$ cat src/rtl/valu_wb_queue.sv
// -----------------------------------------------------------------------------
// valu_wb_queue
// Writeback result queue that sits after the fixed-latency vector ALU units.
// The ALUs cannot be stalled, so every returning result {vec, addr} is captured
// here and drained to the vector register file write port with valid/ready.
// An in-flight counter tracks ops issued but not yet returned. credit_ok tells
// the issue stage whether the queue could still absorb one more op.
//
// Optional build macro:
//   VALU_WB_BYPASS_EN - zero-latency bypass. When the queue is empty, an
//                       arriving result is presented on wb_* in the same cycle
//                       and is not stored if wb_ready accepts it.
//
// Ports:
//   clk, rst            clock, synchronous active-high reset
//   in_issue            issue stage dispatched one op to the ALU this cycle
//   in_valid/vec/addr   ALU result
//   wb_valid/ready      head entry handshake toward the register file
//   wb_vec/wb_addr      head entry (zero when nothing is presented)
//   credit_ok           issue permitted this cycle
//   count               current queue occupancy
//   overflow            sticky: a result was dropped because the queue was full
//   protocol_err        sticky: a result arrived with nothing in flight
// -----------------------------------------------------------------------------
module valu_wb_queue #(
    parameter int DATA_WIDTH = 64,
    parameter int ADDR_WIDTH = 32,
    parameter int DEPTH      = 8,
    parameter int CNT_WIDTH  = $clog2(DEPTH) + 1
) (
    input  logic                  clk,
    input  logic                  rst,
    input  logic                  in_issue,
    input  logic                  in_valid,
    input  logic [DATA_WIDTH-1:0] in_vec,
    input  logic [ADDR_WIDTH-1:0] in_addr,
    output logic                  wb_valid,
    input  logic                  wb_ready,
    output logic [DATA_WIDTH-1:0] wb_vec,
    output logic [ADDR_WIDTH-1:0] wb_addr,
    output logic                  credit_ok,
    output logic [CNT_WIDTH-1:0]  count,
    output logic                  overflow,
    output logic                  protocol_err
);

    localparam int PTR_W = $clog2(DEPTH);
    localparam int ENT_W = DATA_WIDTH + ADDR_WIDTH;
    localparam logic [CNT_WIDTH-1:0] DEPTH_C = CNT_WIDTH'(DEPTH);
    localparam logic [CNT_WIDTH:0]   DEPTH_W = (CNT_WIDTH + 1)'(DEPTH);

    logic [ENT_W-1:0]     r_mem [DEPTH];
    logic [PTR_W-1:0]     r_wptr;
    logic [PTR_W-1:0]     r_rptr;
    logic [CNT_WIDTH-1:0] r_count;
    logic [CNT_WIDTH-1:0] r_inflight;
    logic                 r_overflow;
    logic                 r_protocol_err;

    logic                 w_empty;
    logic                 w_full;
    logic [ENT_W-1:0]     w_head;
    logic                 w_pop;
    logic                 w_push;
    logic                 w_drop;
    logic                 w_bypass_take;
    logic [CNT_WIDTH:0]   w_committed;

    assign w_empty = (r_count == '0);
    assign w_full  = (r_count == DEPTH_C);
    // First-word-fall-through: the head entry is read combinationally so it
    // is visible the cycle after it was written.
    assign w_head  = r_mem[r_rptr];

`ifdef VALU_WB_BYPASS_EN
    // Empty queue: forward the arriving result straight to the write port.
    assign wb_valid      = ~w_empty | in_valid;
    assign wb_vec        = ~w_empty ? w_head[ENT_W-1:ADDR_WIDTH]
                         : (in_valid ? in_vec : '0);
    assign wb_addr       = ~w_empty ? w_head[ADDR_WIDTH-1:0]
                         : (in_valid ? in_addr : '0);
    assign w_bypass_take = w_empty & in_valid & wb_ready;
`else
    assign wb_valid      = ~w_empty;
    assign wb_vec        = w_empty ? '0 : w_head[ENT_W-1:ADDR_WIDTH];
    assign wb_addr       = w_empty ? '0 : w_head[ADDR_WIDTH-1:0];
    assign w_bypass_take = 1'b0;
`endif

    // A pop only ever removes a stored entry; a bypassed result never touches
    // the storage.
    assign w_pop  = ~w_empty & wb_ready;
    // A full queue still accepts a result when the head leaves in the same
    // cycle, since the freed slot is the one being reused.
    assign w_push = in_valid & ~w_bypass_take & (~w_full | w_pop);
    assign w_drop = in_valid & w_full & ~w_pop;

    // One extra bit so count + in-flight cannot wrap.
    assign w_committed = {1'b0, r_count} + {1'b0, r_inflight};
    assign credit_ok   = (w_committed < DEPTH_W);

    assign count        = r_count;
    assign overflow     = r_overflow;
    assign protocol_err = r_protocol_err;

    // Storage has no reset: validity is carried entirely by the pointers and
    // count.
    always_ff @(posedge clk) begin
        if (w_push) begin
            r_mem[r_wptr] <= {in_vec, in_addr};
        end
    end

    always_ff @(posedge clk) begin
        if (rst) begin
            r_wptr         <= '0;
            r_rptr         <= '0;
            r_count        <= '0;
            r_inflight     <= '0;
            r_overflow     <= 1'b0;
            r_protocol_err <= 1'b0;
        end else begin
            // DEPTH is a power of two, so pointer wrap is natural overflow.
            if (w_push) begin
                r_wptr <= r_wptr + 1'b1;
            end
            if (w_pop) begin
                r_rptr <= r_rptr + 1'b1;
            end

            case ({w_push, w_pop})
                2'b10:   r_count <= r_count + 1'b1;
                2'b01:   r_count <= r_count - 1'b1;
                default: r_count <= r_count;
            endcase

            if (w_drop) begin
                r_overflow <= 1'b1;
            end

            case ({in_issue, in_valid})
                2'b10: begin
                    // Saturate: an illegal issue must not wrap the counter.
                    if (r_inflight != DEPTH_C) begin
                        r_inflight <= r_inflight + 1'b1;
                    end
                end
                2'b01: begin
                    if (r_inflight == '0) begin
                        r_protocol_err <= 1'b1;
                    end else begin
                        r_inflight <= r_inflight - 1'b1;
                    end
                end
                default: r_inflight <= r_inflight;
            endcase
        end
    end

endmodule

$ cat config.mk
export PLATFORM = sky130hd
export DESIGN_NAME = valu_wb_queue
export DESIGN_NICKNAME = d
export VERILOG_FILES = /design/src/rtl/valu_wb_queue.sv
export SDC_FILE = /design/constraint.sdc
export NUM_CORES = 1
export LEC_CHECK = 0
export ABC_AREA = 1
export CORE_AREA = 2 2 302 304
export DETAILED_ROUTE_END_ITERATION = 10
export DIE_AREA = 0 0 304 306
export PLACE_DENSITY_LB_ADDON = 0.2
export SKIP_CTS_REPAIR_TIMING = 1
export SYNTH_ARGS = -nofsm -noshare
export SYNTH_HDL_FRONTEND = slang
export SYNTH_SLANG_ARGS = --single-unit
$ cat constraint.sdc
create_clock -name clk -period 7.5 [get_ports clk]
set_input_delay 1.5 -clock clk [delete_from_list [all_inputs] [get_ports clk]]
set_output_delay 1.5 -clock clk [all_outputs]
set_load 0.005 [all_outputs]
==> impl_metrics.csv <==
group,metric,value,unit
setup_path,worstSetupPathType,"reg -> out",
placement,postPlaceCellArea,34200,sq um
logic_synthesis,synth_seq_cells,787,
setup_path,rr_endpoint,"r_mem[4][89]",
drt,drcViolationCount,0,
setup_path,required,6000,ps
finish,regArea,23500,sq um
power_and_ir_drop,p_per_area,354,nW/um^2
clocking,cts_buffers,87,
logic_synthesis,netlist_area,31200,sq um
timing,setup-tns-final,0,ps
placement,dp_hpwl,39.3,mm
logic_synthesis,yosys.area_share.simple,10.2,%
timing,worstMarginPinSlew,1220,ps
timing,finClkSkew,7.99,ps
grt,grt_pass1_vias,19724,
logic_synthesis,synth_top_family_by_area,"compound AO/OA/AOI/OAI gates",
flow_run,drv_cap,0,
placement,numPortBuffers,204,
setup_path,critPathLaunchType,"flop",
placement,dp.cells,3673,
timing,min_period,5530,ps
logic_synthesis,syn-instance-count,2426,
die,rows,110,
logic_synthesis,synth-edff-count,768,
logic_synthesis,synth-main-ff-cell,"edfxtp_1",
logic_synthesis,synth_warnings,0,
timing,setup_violations,0,
clocking,htree_levels,3,
finish,stdcell_area,37100,sq um
grt,grt_usage,17.1,%
timing,fmaxAchievable,0.181,GHz
timing,finalHoldViolCount,0,
setup_path,worst-r2r-setup-slack,4280,ps
logic_synthesis,yosysUniqueCellTypes,31,
setup_path,crit_path_cell_trace,"clkinv_8 -> buf_4 -> o21ai_0 -> o211ai_1 -> nand2_1 -> nor2_1 -> clkdlybuf4s50_1",
die,die_height,306,microns
clocking,insertion_delay,620,ps
logic_synthesis,synth_xor_xnor_area_share,0.112,%
finish,drive_above_1_share,6.62,%
grt,grt_max_degree,220,
setup_path,rr_worst_depth,6,
logic_synthesis,yosys-top-cells-area,"edfxtp_1, nor2_1, o21ai_0, o211ai_1, o21ai_1",
clocking,cts_tree,"yes",
drt,vias,19578,
finish,areaGrowthSynthToFinish,19.1,%
logic_synthesis,synthMuxAreaShare,0,%
finish,layout_commonest_cell,"edfxtp_1",
logic_synthesis,yosysSeqAreaShare,75.2,%
finish,final_cell_mix,"edfxtp_1, nor2_1, o21ai_0",
timing,drv_slew,0,
run_status,status,"completed",
placement,place.gp.congestion,0.720,
drt,ant_nets,0,
clocking,clockRootBuffer,"clkbuf_16",
drt,firstDrtPassIters,6,
power_and_ir_drop,peakVddDrop,0.000266,V
setup_path,critPathMaxStageDelay,880,ps
timing,finalCritPeriodShare,73.7,%
hold_path,hold_path_depth,2,
clocking,cts.clk_slew.worst_paths,60,ps
finish,fin_nets,2698,
drt,avgRoutedWirePerCell,21.0,microns
finish,instances_no_fill,3836,
finish,fill_cells,8176,
hold_path,hp-class,"reg -> reg",
setup_path,arrival,4030,ps
die,dieWidth,304,microns
drt,dr.first_iter.drc_count,1453,
setup_path,crit_slowest_cell,"buf_4",
clocking,clock_path_buffers,3,
finish,multiInputGateArea,6850,sq um
logic_synthesis,ys_async_sr_fraction,0,%
timing,rsz0062_at_grt,"false",
grt,overflow,0,
setup_path,critPathBufInv,3,
setup_path,r2r_start,"count[1]",
placement,pre_cts_slack,2560,ps
logic_synthesis,synth_compound_area_share,10.9,%
clocking,cts.sinks,787,
grt,grt_pass1_wl,122,mm
power_and_ir_drop,power.total,0.0132,W
die,floorplan.initialDensity,34.8,%
power_and_ir_drop,cellLeakagePower,12.3,nW
setup_path,cp_top_family,"buffers and inverters",
setup_path,cp-end-kind,"output pin",
logic_synthesis,synth_area_leader_cell,"edfxtp_1",
logic_synthesis,synth.top_cell.area_share,73.9,%
hold_path,min_from,"r_rptr[2]",
logic_synthesis,syn_area_per_cell,12.9,sq um
timing,timing.final.ws_setup,1970,ps
drt,vias_per_cell,5.10,
setup_path,worst-path-max-fanout,107,
drt,wl,80.5,mm
die,coreArea,89600,sq um
grt,antenna_found_initial,10,
logic_synthesis,synthAdderAreaFrac,0.465,%
timing,relSlewSlack,18.8,%
die,die_area,93000,sq um
die,pin_count,205,
logic_synthesis,synth.net_count,2538,
cell families after synthesis:
logic type	Yosys count
AO/OA/AOI/OAI	599
XOR/XNOR	4
adder cells (fa/ha/maj)	11
buffers and inverters	183
flip-flops	787
AND/OR/NAND/NOR	842
registers in the layout, indices dropped and copies added, names as in the netlist, named ones only:
register / count
r_wptr: 3
r_rptr: 3
count: 4
r_mem: 768
overflow: 1
r_inflight: 4
protocol_err: 1
through the flow:
step	util [%]	hold slack [ps]
3_3_place_gp	38.2	440
5_1_grt	41.4	494
2_1_floorplan	-	433
3_5_place_dp	38.2	444
4_1_cts	41.4	459
6_report	41.5	452
routing by layer:
metal | global-route usage, % | up-vias | part of all wire, %
met5 | 0 | - | 0.15
met3 | 3.53 | 126 | 5.1
met1 | 23.1 | 9857 | 45
li1 | - | 9138 | -
met2 | 28.5 | 437 | 48
met4 | 3.74 | 20 | 1.7
cells in the mapped netlist, types with 10 or more instances:
cell        n
ha_1       10
nand2_1   123
inv_1      23
edfxtp_1  768
buf_4      16
o21ai_0   272
nor2_1    703
buf_6      15
o211ai_2   10
o22ai_1    96
nand3_1    13
buf_2      32
o211ai_1   86
clkbuf_2   13
o21ai_1   123
dfxtp_1    19
clkbuf_1   71
a21oi_1    10
area by class of cell:
class	count	share of cell area [%]
Sequential cell	787	63.1
Multi-Input combinational cell	1456	18.4
Clock buffer	106	6.34
Timing Repair Buffer	229	6.31
Tap cell	1176	3.96
Clock inverter	56	1.51
Inverter	25	0.290
Antenna cell	1	0.00674
worst register-to-register path: stages, from the launching register on:
cell     delay [ps]
dfxtp_1         480
nor2_1          140
nand3_1         190
nand2_1         160
or2_2           420
nor2_4          810
buf_4           620
worst max-delay path by stage:
stage | startpoint | endpoint | slack, ps | cells past startpoint
final | flop | wb_vec[26] | 1970 | 7
after global routing | flop | wb_vec[63] | 1600 | 7
after CTS | flop | wb_vec[1] | 1870 | 7
after detailed placement | flop | wb_vec[1] | 2560 | 7
after global placement | flop | wb_vec[26] | 2530 | 7
after floorplan | wb_ready | r_mem[0][0] | 850 | 5
power breakdown:
group	internal (W)	switching [W]
sequential	0.00504	0.000149
clock	0.00261	0.00170
combinational	0.00146	0.00221
total	0.00910	0.00406
(Power assumes the default switching activity.)
